`src/rtl/reflet.vh`:
```
// Reflet timer register indices and CTRL bit positions.
`ifndef REFLET_VH
`define REFLET_VH

`define REFLET_TIMER_CTRL   0
`define REFLET_TIMER_PRESC  1
`define REFLET_TIMER_CMP    2
`define REFLET_TIMER_COUNT  3
`define REFLET_TIMER_CAPT   4

`define REFLET_TIMER_CTRL_EN   0
`define REFLET_TIMER_CTRL_AUTO 1
`define REFLET_TIMER_CTRL_IE   2
`define REFLET_TIMER_CTRL_PEND 3
`define REFLET_TIMER_CTRL_CAPF 4

`endif

```
`src/rtl/reflet_timer_pkg.sv`:
```
// Shared register map and CTRL layout for reflet_timer.
// Optional capture register gated by REFLET_TIMER_CAPTURE_EN.
package reflet_timer_pkg;
`include "reflet.vh"

  localparam int REG_CTRL  = `REFLET_TIMER_CTRL;
  localparam int REG_PRESC = `REFLET_TIMER_PRESC;
  localparam int REG_CMP   = `REFLET_TIMER_CMP;
  localparam int REG_COUNT = `REFLET_TIMER_COUNT;
  localparam int REG_CAPT  = `REFLET_TIMER_CAPT;

  localparam int CTRL_EN   = `REFLET_TIMER_CTRL_EN;
  localparam int CTRL_AUTO = `REFLET_TIMER_CTRL_AUTO;
  localparam int CTRL_IE   = `REFLET_TIMER_CTRL_IE;
  localparam int CTRL_PEND = `REFLET_TIMER_CTRL_PEND;
  localparam int CTRL_CAPF = `REFLET_TIMER_CTRL_CAPF;

`ifdef REFLET_TIMER_CAPTURE_EN
  localparam int NUM_REGS = 5;
`else
  localparam int NUM_REGS = 4;
`endif

  // Field order matches the CTRL bit positions above (en is bit 0).
  typedef struct packed {
    logic capf;
    logic pend;
    logic ie;
    logic auto_rl;
    logic en;
  } ctrl_t;
endpackage

```
`src/rtl/reflet_timer_prescaler.sv`:
```
// Prescaler: counts 0..reload while enabled, single-cycle tick on reaching reload.
module reflet_timer_prescaler #(
  parameter int wordsize = 16
) (
  input  logic                clk,
  input  logic                reset,
  input  logic                en,
  input  logic                clr,
  input  logic [wordsize-1:0] reload,
  output logic                tick
);

  logic [wordsize-1:0] cnt_q;

  assign tick = en && (cnt_q == reload);

  always_ff @(posedge clk or negedge reset) begin
    if (!reset) begin
      cnt_q <= '0;
    end else if (clr) begin
      cnt_q <= '0;
    end else if (en) begin
      cnt_q <= tick ? '0 : cnt_q + wordsize'(1);
    end
  end

endmodule

```
`src/rtl/reflet_timer.sv`:
```
// Memory-mapped compare timer on the Reflet bus; registered read data, level irq.
// Define REFLET_TIMER_CAPTURE_EN to add the capture_in synchroniser and CAPT register.
module reflet_timer
  import reflet_timer_pkg::*;
#(
  parameter int                  wordsize  = 16,
  parameter logic [wordsize-1:0] base_addr = wordsize'(16'hFF00)
) (
  input  logic                clk,
  input  logic                reset,
  input  logic [wordsize-1:0] addr,
  input  logic [wordsize-1:0] data_in,
  input  logic                write_en,
  output logic [wordsize-1:0] data_out,
  output logic                irq,
  input  logic                capture_in
);

  localparam logic [wordsize-1:0] STEP = wordsize'(wordsize / 8);

  ctrl_t               ctrl_q, ctrl_d;
  logic [wordsize-1:0] presc_q, presc_d;
  logic [wordsize-1:0] cmp_q, cmp_d;
  logic [wordsize-1:0] count_q, count_d;
  logic [wordsize-1:0] rd_val;
  logic                irq_d;
  logic                hit;
  logic [2:0]          idx;
  logic                wr_ctrl, wr_presc, wr_cmp, wr_count;
  logic                tick, match, presc_clr;

  always_comb begin
    hit = 1'b0;
    idx = '0;
    for (int k = 0; k < NUM_REGS; k++) begin
      if (addr == base_addr + STEP * wordsize'(k)) begin
        hit = 1'b1;
        idx = 3'(k);
      end
    end
  end

  assign wr_ctrl  = write_en && hit && (idx == 3'(REG_CTRL));
  assign wr_presc = write_en && hit && (idx == 3'(REG_PRESC));
  assign wr_cmp   = write_en && hit && (idx == 3'(REG_CMP));
  assign wr_count = write_en && hit && (idx == 3'(REG_COUNT));

  // Restart the prescale period whenever software re-arms or reloads the timer.
  assign presc_clr = wr_presc || wr_count || (wr_ctrl && data_in[CTRL_EN] && !ctrl_q.en);

  reflet_timer_prescaler #(.wordsize(wordsize)) u_presc (
    .clk    (clk),
    .reset  (reset),
    .en     (ctrl_q.en),
    .clr    (presc_clr),
    .reload (presc_q),
    .tick   (tick)
  );

  assign match = tick && (count_q == cmp_q);

`ifdef REFLET_TIMER_CAPTURE_EN
  logic [2:0]          cap_sync_q;
  logic [wordsize-1:0] capt_q, capt_d;
  logic                cap_rise;

  assign cap_rise = cap_sync_q[1] && !cap_sync_q[2];

  always_ff @(posedge clk or negedge reset) begin
    if (!reset) begin
      cap_sync_q <= '0;
      capt_q     <= '0;
    end else begin
      cap_sync_q <= {cap_sync_q[1:0], capture_in};
      capt_q     <= capt_d;
    end
  end
`else
  logic unused_capture;
  assign unused_capture = capture_in;
`endif

  always_comb begin
    ctrl_d  = ctrl_q;
    presc_d = presc_q;
    cmp_d   = cmp_q;
    count_d = count_q;
`ifdef REFLET_TIMER_CAPTURE_EN
    capt_d  = capt_q;
`endif

    if (tick) begin
      if (match) begin
        ctrl_d.pend = 1'b1;
        if (ctrl_q.auto_rl) count_d = '0;
        else                ctrl_d.en = 1'b0;
      end else begin
        count_d = count_q + wordsize'(1);
      end
    end

`ifdef REFLET_TIMER_CAPTURE_EN
    // Captures the pre-write COUNT, so a coincident COUNT write does not leak in.
    if (cap_rise) begin
      capt_d      = count_q;
      ctrl_d.capf = 1'b1;
    end
`endif

    // Software writes override timer events, except that flag sets beat flag clears.
    if (wr_ctrl) begin
      ctrl_d.en      = data_in[CTRL_EN];
      ctrl_d.auto_rl = data_in[CTRL_AUTO];
      ctrl_d.ie      = data_in[CTRL_IE];
      if (data_in[CTRL_PEND] && !match) ctrl_d.pend = 1'b0;
`ifdef REFLET_TIMER_CAPTURE_EN
      if (data_in[CTRL_CAPF] && !cap_rise) ctrl_d.capf = 1'b0;
`else
      if (data_in[CTRL_CAPF]) ctrl_d.capf = 1'b0;
`endif
    end
    if (wr_presc) presc_d = data_in;
    if (wr_cmp)   cmp_d   = data_in;
    if (wr_count) count_d = data_in;
  end

`ifdef REFLET_TIMER_CAPTURE_EN
  assign irq_d = (ctrl_d.pend || ctrl_d.capf) && ctrl_d.ie;
`else
  assign irq_d = ctrl_d.pend && ctrl_d.ie;
`endif

  always_comb begin
    rd_val = '0;
    if (hit) begin
      if (idx == 3'(REG_CTRL))       rd_val[4:0] = ctrl_q;
      else if (idx == 3'(REG_PRESC)) rd_val = presc_q;
      else if (idx == 3'(REG_CMP))   rd_val = cmp_q;
      else if (idx == 3'(REG_COUNT)) rd_val = count_q;
`ifdef REFLET_TIMER_CAPTURE_EN
      else if (idx == 3'(REG_CAPT))  rd_val = capt_q;
`endif
    end
  end

  always_ff @(posedge clk or negedge reset) begin
    if (!reset) begin
      ctrl_q   <= '0;
      presc_q  <= '0;
      cmp_q    <= '0;
      count_q  <= '0;
      data_out <= '0;
      irq      <= 1'b0;
    end else begin
      ctrl_q   <= ctrl_d;
      presc_q  <= presc_d;
      cmp_q    <= cmp_d;
      count_q  <= count_d;
      data_out <= rd_val;
      irq      <= irq_d;
    end
  end

endmodule

```
`config.mk`:
```
export PLATFORM = sky130hd
export DESIGN_NAME = reflet_timer
export DESIGN_NICKNAME = d
export VERILOG_FILES = /design/src/rtl/reflet_timer_pkg.sv /design/src/rtl/reflet_timer_prescaler.sv /design/src/rtl/reflet_timer.sv
export VERILOG_INCLUDE_DIRS = /design/src /design/src/rtl
export SDC_FILE = /design/constraint.sdc
export NUM_CORES = 1
export LEC_CHECK = 0
export BUFFER_PORTS_ARGS = -buffer_cell sky130_fd_sc_hd__buf_4
export CORE_ASPECT_RATIO = 1.75
export CORE_MARGIN = 2
export CORE_UTILIZATION = 59
export DETAILED_ROUTE_END_ITERATION = 8
export PLACE_DENSITY_LB_ADDON = 0.1
export SLEW_MARGIN = 20
export SYNTH_ARGS = -nofsm -noshare
export SYNTH_HDL_FRONTEND = slang
export SYNTH_SLANG_ARGS = --single-unit
export TNS_END_PERCENT = 1
```
`constraint.sdc`:
```
create_clock -name clk -period 3.15 [get_ports clk]
set_input_delay 0.4725 -clock clk [delete_from_list [all_inputs] [get_ports clk]]
set_output_delay 0.4725 -clock clk [all_outputs]
set_load 0.03 [all_outputs]
```
==> Word level (Yosys, flattened, before mapping) <==
Index checks and enable logic that the tools add are counted.
{ "totals": {"register_bits": 85, "latch_bits": 0, "ram_bits": 0, "rom_bits": 0, "in_bits": 36, "output_inout_bits": 17, "elab_cells": 72, "memories": 0} }
{ "classes": {"addsub": 2, "multipliers": 0, "div_mod_pow": 0, "magnitude_cmp": 0, "eq_ne": 11, "n_shift": 0, "n_mux": 27, "n_bitwise": 0, "n_reduce_logical": 22} }
{ "ops": {"columns": ["operator", "n"], "rows": [
  ["16-bit 2-to-1 mux", 11],
  ["16-bit equality test, second input constant", 4],
  ["16-bit by 1-bit adder with 16-bit output, second input constant", 2],
  ["16-bit equality test", 2],
  ["1-bit logical AND", 11],
  ["1-bit 2-to-1 mux", 11],
  ["11-bit 2-to-1 mux", 1],
  ["2-bit nonzero test", 4],
  ["3-bit by 2-bit equality test with 1-bit output, second input constant", 2],
  ["3-bit 2-to-1 mux", 2],
  ["5-bit 2-to-1 mux", 1],
  ["4-bit 2-to-1 mux", 1],
  ["3-bit by 1-bit equality test with 1-bit output, second input constant", 1],
  ["3-bit logical NOT", 1],
  ["3-bit != test, second input constant", 1],
  ["3-bit AND reduction", 1],
  ["1-bit logical NOT", 2],
  ["1-bit logical OR", 2],
  ["2-bit by 1-bit != test with 1-bit output, second input constant", 1],
  ["2-bit AND reduction", 1]
]} }

==> Longest topological paths before layout <==
{ "logic_depth": {"depth_word": 11, "depth_mapped": 9, "mapped_depth_nobuf": 7} }

==> By module <==
Synthesis repeated with hierarchy kept, for this count alone.
{ "unflattened": {"cells_unflattened": 452, "hier_area_um2": 4779.6} }
{ "modules_own_cells": {"columns": ["module", "n_inst", "cells_per_inst", "area_each_um2", "seq_area_each_um2"], "rows": [
  ["reflet_timer", 1, 330, 3692.3, 1726.7],
  ["reflet_timer_prescaler", 1, 122, 1087.3, 400.4]
]} }

==> Worst setup path before layout <==
Ideal clock, no wire load.
{ "synth_timing": {"path_kind": "in2reg", "start": "input addr[0]", "end": "register irq", "setup_ns": 0.122, "arrival_time_ns": 2.422, "t_required_ns": 3.028, "path_slack_ns": 0.606, "cell_stages": 6, "n_path_buf": 1, "path_cell_list": "or4_1 -> or4_1 -> buf_6 -> nor4_4 -> mux2_2 -> a21boi_2"} }
{ "synth_lines": {"columns": ["element", "line", "source"], "rows": [
  ["from (decl)", "reflet_timer.sv:11", "input logic [wordsize-1:0] addr,"],
  ["to (signal assigned)", "reflet_timer.sv:160", "irq <= irq_d;"],
  ["to (decl)", "reflet_timer.sv:15", "output logic irq,"]
]} }

==> results.json <==
{
  "status": "finished, final reports clean",
  "p_int_mw": 1.84,
  "synth_simple_gate_area_share": 0.184,
  "antennaDiodeCount": 0,
  "tns_ps": 0,
  "powerDensity_mw_per_mm2": 449,
  "clock-sinks": 85,
  "slowest_stage": "or4_1",
  "synthCells": 446,
  "rsz0062_at_grt": "no",
  "seqPwrFrac": 0.483,
  "swShare": 0.263,
  "drtIter0Drc": 210,
  "cp_top_family": "simple AND/OR/NAND/NOR gates",
  "drt-total-wl_mm": 12.7,
  "syn_nets": 484,
  "antenna_found_initial": 0,
  "vias": 3797,
  "overflow": 0,
  "postCtsSetupRepairBufs": 0,
  "power.leakage_nw": 2.54,
  "min_period_ps": 2560,
  "max_cap_viol_count": 0,
  "fin_crit_sh": 0.812,
  "yosysWarnings": 0,
  "slew_headroom": 0.517,
  "finalPower_mw": 2.49,
  "skew_ps": 9.32,
  "worstMarginPinSlew_ps": 725,
  "fill_cells": 617,
  "setup.worst_path.start_class": "input pin",
  "cp_cell_sequence": "buf_4 -> or4_1 -> or4_1 -> buf_4 -> nor4_4 -> mux2_2 -> a21boi_2",
  "clk_pin_slew_worst_paths_ps": 60,
  "synth_compound_gate_area_share": 0.0994,
  "hold_class": "input pin to asynchronous set/reset pin",
  "whs_ps": 173,
  "layout.nets": 543,
  "design_area_sq_mm": 0.00555,
  "async_flop_share": 1.00,
  "drv_slew": 0,
  "drive_gt1_frac": 0.286,
  "combPwrFrac": 0.100,
  "synth-edff-count": 0,
  "std_cell_rows": 43,
  "ir_drop_uv": 419,
  "cts_tree": "yes",
  "path_depth": 7,
  "p_sw_mw": 0.655,
  "io_pins": 53,
  "critPathArrivalTime_ps": 2790,
  "crit_path_max_fanout": 15,
  "utilization": 0.706,
  "synth_seq_cells": 85,
  "drc": 0,
  "max_freq_mhz": 391,
  "clk-insertion-delay-late_ps": 350,
  "place.gp.congestion": 0.951,
  "synth_ff_type": "dfrtp_1",
  "place_area_sq_mm": 0.00525,
  "die_area_sq_mm": 0.00878,
  "grt_pass1_vias": 3796,
  "hold_viol": 0,
  "synth_cell_type_count": 55,
  "cts_buffers": 9,
  "port-buffer-count": 51,
  "clockRootBuffer": "clkbuf_16",
  "power.share.clock": 0.417,
  "grt_max_degree": 56,
  "h-tree-depth": 3,
  "synthAdderAreaFrac": 0.00529,
  "grt_pass1_wl_mm": 19.8,
  "core_sq_mm": 0.00786,
  "track_usage": 0.307,
  "start_util": 0.602,
  "cpPeakStageDelay_ps": 650,
  "crit_required_ps": 3380,
  "crit_path_end_kind": "flop",
  "die_h_um": 122,
  "yosysSeqAreaShare": 0.449,
  "clk_path_buf_depth": 2,
  "die_w_um": 71.7,
  "ant_nets": 0,
  "setup_viol_count_final": 0,
  "avgSynthCellArea_sq_um": 10.6,
  "cts_hold_buffers": 0,
  "synth_top_family_by_area": "simple AND/OR/NAND/NOR gates",
  "wl_per_cell_um": 21.2,
  "r2r_cells": 6,
  "synth_xor_xnor_area_share": 0.0828,
  "cts-resized-gates": 0,
  "dr.pass1.iters": 4,
  "syn_area_sq_mm": 0.00473,
  "routed_via_density": 6.33,
  "critical_path_class": "input pin to flop",
  "area.growth.synth_to_final_pct": 17.2,
  "post-dp-hpwl_mm": 9.62,
  "critPathBufInv": 2,
  "yosys-mux-area-fraction": 0.143
}
==> synthesized netlist by cell type, types with 5 or more instances <==
| library cell | count | area [sq um] |
|---|---|---|
| or4_1 | 7 | 52.6 |
| nand4_1 | 17 | 106 |
| mux2_2 | 43 | 484 |
| buf_6 | 6 | 67.6 |
| clkbuf_1 | 12 | 45.0 |
| inv_1 | 8 | 30.0 |
| xnor2_1 | 37 | 324 |
| a21oi_1 | 9 | 45.0 |
| a22oi_1 | 12 | 90.1 |
| nand2_1 | 33 | 124 |
| nand3_1 | 11 | 55.1 |
| nor3_1 | 7 | 35.0 |
| nand4b_1 | 5 | 43.8 |
| and2_1 | 6 | 37.5 |
| mux2i_1 | 8 | 80.1 |
| a31oi_1 | 9 | 56.3 |
| o21ai_0 | 12 | 60.1 |
| nor2_1 | 42 | 158 |
| nor4_1 | 6 | 37.5 |
| dfrtp_1 | 85 | 2130 |
==> registers in the layout, indices dropped and copies added (netlist names) <==
register and cells:
u_presc.cnt_q 16, cmp_q 16, presc_q 16, data_out 16
count_q 16, ctrl_q 4, irq 1
==> layer usage <==
layer / GRT usage / vias to the layer above / wire [um]
met3: 0.0550 / 52 / 548
li1: - / 1740 / -
met5: 0 / - / 0
met1: 0.341 / 1862 / 4590
met4: 0.215 / 0 / 900
met2: 0.523 / 143 / 6660
==> worst reg2reg max path, delay by kind of cell, from the launching register on <==
kind             cells  cell delay [ps]
XOR/XNOR             1              270
flip-flops           1              430
AO/OA/AOI/OAI        1              170
AND/OR/NAND/NOR      4             1600
==> metrics by stage <==
stage / setup slack (ps) / instances
4_1_cts: 601 / 600
5_1_grt: 500 / 600
3_3_place_gp: 302 / 584
2_1_floorplan: 606 / 446
3_5_place_dp: 255 / 584
6_report: 591 / 600
==> power groups by stage <==
| stage | clock network (mW) | logic (mW) | registers (mW) |
|---|---|---|---|
| global route | 1.09 | 0.277 | 1.21 |
| finish | 1.04 | 0.248 | 1.20 |
| CTS | 1.05 | 0.248 | 1.20 |
| floorplan | 0 | 0.196 | 1.18 |
| global placement | 0 | 0.242 | 1.22 |
| detailed placement | 0 | 0.245 | 1.22 |
==> final cells by class <==
| cell class | count | area, sq um | area share |
|---|---|---|---|
| inverters | 9 | 33.8 | 0.00609 |
| clock buffers | 11 | 253 | 0.0456 |
| well taps | 90 | 113 | 0.0203 |
| repair buffers | 72 | 541 | 0.0975 |
| multi-input cells | 328 | 2440 | 0.440 |
| clock inverters | 5 | 40.0 | 0.00722 |
| flip-flops and latches | 85 | 2130 | 0.384 |
==> cell families (layout without fill, tap and decap cells) <==
| logic type | after synthesis | after routing |
|---|---|---|
| AO/OA/AOI/OAI | 68 | 68 |
| multiplexers | 57 | 57 |
| adder cells (fa/ha/maj) | 2 | 2 |
| AND/OR/NAND/NOR | 158 | 158 |
| flip-flops | 85 | 85 |
| XOR/XNOR | 43 | 43 |
| buffers and inverters | 33 | 97 |
==> placed cells by master, fill, tap and decap left out, types with 11 or more instances in the layout <==
cell     netlist  routed
mux2_2        43      43
nand3_1       11      11
nand2_1       33      33
nand4_1       17      17
buf_4          0      72
dfrtp_1       85      85
o21ai_0       12      12
a22oi_1       12      12
xnor2_1       37      37
nor2_1        42      42
==> path summary, 6_finish.rpt <==
path	from	endpoint	slack, ps
min in group clk	data_in[1]	ctrl_q[1]$_DFFE_PN0N_	370
hold / removal	reset	irq$_DFF_PN0_	170
setup / recovery	addr[0]	irq$_DFF_PN0_	590
max in group asynchronous	reset	u_presc.cnt_q[14]$_DFFE_PN0P_	2240
setup reg to reg	presc_q[12]$_DFFE_PN0P_	count_q[8]$_DFFE_PN0P_	610
hold reg to reg	ctrl_q[3]$_DFF_PN0_	ctrl_q[3]$_DFF_PN0_	520
Power figures use the tool's default switching activity.
